$ cat config.mk
export PLATFORM = sky130hd
export DESIGN_NAME = fifo_uart_tx
export DESIGN_NICKNAME = d
export VERILOG_FILES = /design/src/rtl/fifo_uart_tx.sv
export SDC_FILE = /design/constraint.sdc
export NUM_CORES = 1
export LEC_CHECK = 0
export BUFFER_PORTS_ARGS = -buffer_cell sky130_fd_sc_hd__buf_2
export CAP_MARGIN = 20
export CORE_AREA = 2 2 99 101
export DETAILED_ROUTE_END_ITERATION = 10
export DIE_AREA = 0 0 101 103
export GPL_ROUTABILITY_DRIVEN = 0
export PLACE_DENSITY = 0.73
export SYNTH_ARGS = -nofsm -noshare
export SYNTH_HDL_FRONTEND = slang
export SYNTH_SLANG_ARGS = --single-unit
export TNS_END_PERCENT = 100
$ cat constraint.sdc
create_clock -name clk -period 2.72 [get_ports clk]
set_clock_uncertainty 0.15 [all_clocks]
set_input_delay 0 -clock clk [delete_from_list [all_inputs] [get_ports clk]]
set_output_delay 0 -clock clk [all_outputs]
set_load 0.02 [all_outputs]
$ cat src/rtl/fifo_uart_tx.sv
// fifo_uart_tx: pops WID-bit words from a FIFO and sends them byte 0 first, LSB first, as UART frames.
// Ports: clk, rst_n (async active-low), softreset (sync abort), enable (allow pop),
//   baud_div (bit time = baud_div+1 clk, latched at pop), empty/dataout (FIFO head),
//   readout (pop strobe, combinational), txd (registered serial line, idle high),
//   busy (word in flight), words_sent (completed words, wraps).
// Build option: FIFO_UART_TX_PARITY_EN adds an even-parity bit after the 8 data bits.
module fifo_uart_tx #(
  parameter int WID = 32
) (
  input  logic           clk,
  input  logic           rst_n,
  input  logic           softreset,
  input  logic           enable,
  input  logic [15:0]    baud_div,
  input  logic           empty,
  input  logic [WID-1:0] dataout,
  output logic           readout,
  output logic           txd,
  output logic           busy,
  output logic [15:0]    words_sent
);
  localparam int NB = WID / 8;
  localparam int IW = NB > 1 ? $clog2(NB) : 1;
  localparam logic [IW-1:0] LAST = IW'(NB - 1);
  typedef enum logic [2:0] {IDLE, START, DATA, PAR, STOP} state_t;
  state_t state, state_n;
  logic [WID-1:0] sh;
  logic [7:0] cur;
  logic [15:0] div, cnt;
  logic [IW-1:0] idx;
  logic [2:0] bitn;
  logic txd_n, tick, last;
  // The word is shifted down a byte after each stop bit, so the byte on the line is always sh[7:0].
  assign cur = sh[7:0];
  assign tick = cnt == 16'd0;
  assign last = idx == LAST;
  assign readout = rst_n && state == IDLE && enable && !empty && !softreset;
  assign busy = state != IDLE;
  // txd_n is the line level for the cycle after the edge, so txd stays a plain register.
  always_comb begin
    state_n = state;
    txd_n = txd;
    case (state)
      IDLE: if (readout) begin state_n = START; txd_n = 1'b0; end
      START: if (tick) begin state_n = DATA; txd_n = cur[0]; end
      DATA: if (tick) begin
        if (bitn == 3'd7) begin
`ifdef FIFO_UART_TX_PARITY_EN
          state_n = PAR;
          txd_n = ^cur;
`else
          state_n = STOP;
          txd_n = 1'b1;
`endif
        end else txd_n = cur[bitn + 3'd1];
      end
      PAR: if (tick) begin state_n = STOP; txd_n = 1'b1; end
      STOP: if (tick) begin state_n = last ? IDLE : START; txd_n = last; end
      default: begin state_n = IDLE; txd_n = 1'b1; end
    endcase
    if (softreset) begin
      state_n = IDLE;
      txd_n = 1'b1;
    end
  end
  always_ff @(posedge clk or negedge rst_n) begin
    if (!rst_n) begin
      state <= IDLE;
      txd <= 1'b1;
      div <= '0;
      cnt <= '0;
      idx <= '0;
      bitn <= '0;
      words_sent <= '0;
    end else begin
      state <= state_n;
      txd <= txd_n;
      if (softreset) begin
        cnt <= '0;
        idx <= '0;
        bitn <= '0;
        words_sent <= '0;
      end else if (readout) begin
        div <= baud_div;
        cnt <= baud_div;
        idx <= '0;
        bitn <= '0;
      end else if (busy) begin
        cnt <= tick ? div : cnt - 16'd1;
        if (tick && state == DATA) bitn <= bitn + 3'd1;
        if (tick && state == STOP) begin
          idx <= last ? '0 : idx + IW'(1);
          if (last) words_sent <= words_sent + 16'd1;
        end
      end
    end
  end
  // Data payload carries no reset; it is always loaded before use.
  always_ff @(posedge clk) begin
    if (readout) sh <= dataout;
    else if (state == STOP && tick) sh <= sh >> 8;
  end
endmodule

==> impl_metrics.env <==
export IMPL_worst_slew_pin_transition_ps=718
export IMPL_yosysTopAreaCell="dfrtp_1"
export IMPL_fp_dieH_um=103
export IMPL_vias=3702
export IMPL_synth_avg_cell_area_um2=11.2
export IMPL_fin_cells=658
export IMPL_critPathCaptureType="register"
export IMPL_die_w_um=101
export IMPL_synth_cell_type_count=55
export IMPL_clk_latency_ps=370
export IMPL_cts_htree_levels=3
export IMPL_timing_final_crit_share_pct=93.4
export IMPL_hp_class="in2reg"
export IMPL_synth_edff_count=32
export IMPL_clkSinkCount=89
export IMPL_first_global_vias=3604
export IMPL_first_pass_iters=4
export IMPL_clock_fmax_ghz=0.393
export IMPL_post_cts_buffers=0
export IMPL_final_cell_mix="buf_2 (71), dfrtp_1 (56), dlygate4sd3_1 (50), nor2_1 (43), mux2_2 (41)"
export IMPL_final_util_pct=62.7
export IMPL_ys_flop_type="dfrtp_1"
export IMPL_overflow=0
export IMPL_drt_met1_wl_mm=4.73
export IMPL_multi_input_area_mm2=0.00216
export IMPL_finalWirelength_mm=10.6
export IMPL_grt_usage_pct=21.9
export IMPL_portBuffers=71
export IMPL_setup_tns_ps=0
export IMPL_drv_cap=0
export IMPL_ys_top_cells_by_area="dfrtp_1 (30%), edfxtp_1 (21%), mux2_2 (9.9%)"
export IMPL_synth_seq_cells=89
export IMPL_ir_drop_v=0.000362
export IMPL_post_drt_via_cell_ratio=5.63
export IMPL_syn_num_nets=476
export IMPL_wire_per_inst_um=16.1
export IMPL_seq_area_mm2=0.00239
export IMPL_maxSlewHeadroom_pct=52.1
export IMPL_worstSetupPathType="reg2reg"
export IMPL_power_density_mw_per_mm2=837
export IMPL_finalCriticalPeriod_ps=2540
export IMPL_slew_violations=0
export IMPL_synth_top_cell_area_share_pct=30.1
export IMPL_drive_gt1_share_pct=29.0
export IMPL_setup_viol=0
export IMPL_status="completed"
export IMPL_fillers=751
export IMPL_top_level_ports=72
export IMPL_core_mm2=0.00946
export IMPL_cts_tree="yes"
export IMPL_rows=36
export IMPL_netlist_area_mm2=0.00466
export IMPL_cts_root_buf="clkbuf_8"
export IMPL_yosysWarnings=0
export IMPL_cp_start_kind="register"
export IMPL_dieArea_mm2=0.0104
export IMPL_drt_iter0_drc=172
export IMPL_synthCells=417
export IMPL_area_growth_pct=27.2
export IMPL_grt_antenna_before_repair=0
export IMPL_crit_arrival_ps=2470
export IMPL_wl_met2_mm=5.10
export IMPL_cp_required_ps=2650
export IMPL_cts_inserted_buffers=9
export IMPL_diodes=0
export IMPL_power_static_leakage_uw=0.00244
export IMPL_grt_max_degree=58
export IMPL_drc=0
export IMPL_drtAntennaViolNets=0
export IMPL_wl_met3_um=656
export IMPL_ys_seq_area_share_pct=51.2
export IMPL_synthArstFlopShare_pct=64.0
export IMPL_grt_pass1_wl_mm=17.8
export IMPL_path_max_fanout=26
export IMPL_start_util_pct=49.3
export IMPL_place_hpwl_mm=6.67
export IMPL_routed_top_layer="met4"
export IMPL_path_clk_slew_ps=100
export IMPL_grt_setup_unrepaired="no"
export IMPL_layout_commonest_cell="buf_2"
export IMPL_hold_viol_final=0
export IMPL_clk_path_buf_depth=2
export IMPL_finalNetCount=598
export IMPL_dp_cells=592
## cell usage after synthesis, types with 2 or more instances
cell      instances
or2_2             3
o22ai_1          10
nand4_1           4
o21a_1            2
a21o_1            2
edfxtp_1         32
and2_1            8
xor2_1            4
nand2b_1          4
o21ai_0          12
ha_1              6
xnor2_1          19
clkbuf_1         16
dfrtp_1          56
a21oi_1          16
a221oi_1          2
buf_2             6
o31ai_1           2
mux2_2           41
nor4b_1           3
nor4_4            3
mux2i_1          20
nand3_1          10
inv_1             6
o32ai_1           4
or3_1             9
nor2_1           44
nor4_1           12
nand2_1          24
nor3_1           11
a31oi_1           2
## registers in the layout (all words and copies together) (netlist names)
| register | cells |
|---|---|
| idx | 2 |
| bitn | 3 |
| div | 16 |
| txd | 1 |
| words_sent | 16 |
| cnt | 16 |
| sh | 32 |
| state | 3 |
## stage by stage
| step | setup WS (ps) | hold WS, ps | power (uW) | area (um2) |
|---|---|---|---|---|
| 5_1_grt | 18.8 | 120 | 5320 | 5930 |
| 2_1_floorplan | 132 | -446 | 3330 | 4660 |
| 6_report | 179 | 87.4 | 4960 | 5930 |
| 3_5_place_dp | 211 | 105 | 3840 | 5190 |
| 3_3_place_gp | 275 | 99.8 | 3790 | 5190 |
| 4_1_cts | 189 | 67.1 | 4940 | 5920 |
## where the power goes
group | internal [uW] | total (uW) | switching (uW) | leakage (uW)
clock | 530 | 1040 | 509 | 0.000112
combinational | 957 | 2090 | 1130 | 0.00128
sequential | 1610 | 1840 | 228 | 0.00105
## area by class of cell
cell class,instances,area share (%)
multi-input combinational,297,36.4
clock buffer,10,2.15
inverter,6,0.380
tap,114,2.41
timing repair buffer,136,16.8
sequential,89,40.3
clock inverter,6,1.60
## worst paths after layout
path	start	to	slack, ps	depth (start not counted)
max	cnt[0]	sh[28]	180	6
max in group asynchronous	rst_n	div[4]	1700	3
min	empty	cnt[15]	90	5
min in group asynchronous	rst_n	div[10]	260	3
max reg2reg	cnt[0]	sh[28]	180	6
min reg2reg	div[2]	div[2]	360	1
## timing repair
action / 4_1_cts / 5_1_grt
resized for setup: 0 / 2
endpoints found under the hold margin: 138 / 0
hold buffers: 50 / 0
endpoints found under the setup margin: 0 / 3
## routing by layer
layer / track usage, % / vias to the layer above
met1: 28.8 / 1796
li1: - / 1777
met4: 6.34 / 0
met5: 0 / -
met2: 35.8 / 118
met3: 5.97 / 11
## kinds of logic after synthesis
group           Yosys count  share of synthesized area (%)
simple gates            147                           17.6
flops                    89                           51.2
mux                      61                           14.2
compound gates           60                           8.13
buf+inv                  31                           2.90
xor+xnor                 23                           4.32
fa+ha+maj                 6                           1.61
## critical path: stages (launching register included)
cell,delay (ps)
dfrtp_1,430
inv_1,90
ha_1,220
or4b_1,520
nor4_4,300
a21o_2,310
buf_12,220
No activity file was read; power rests on OpenSTA's default activity.
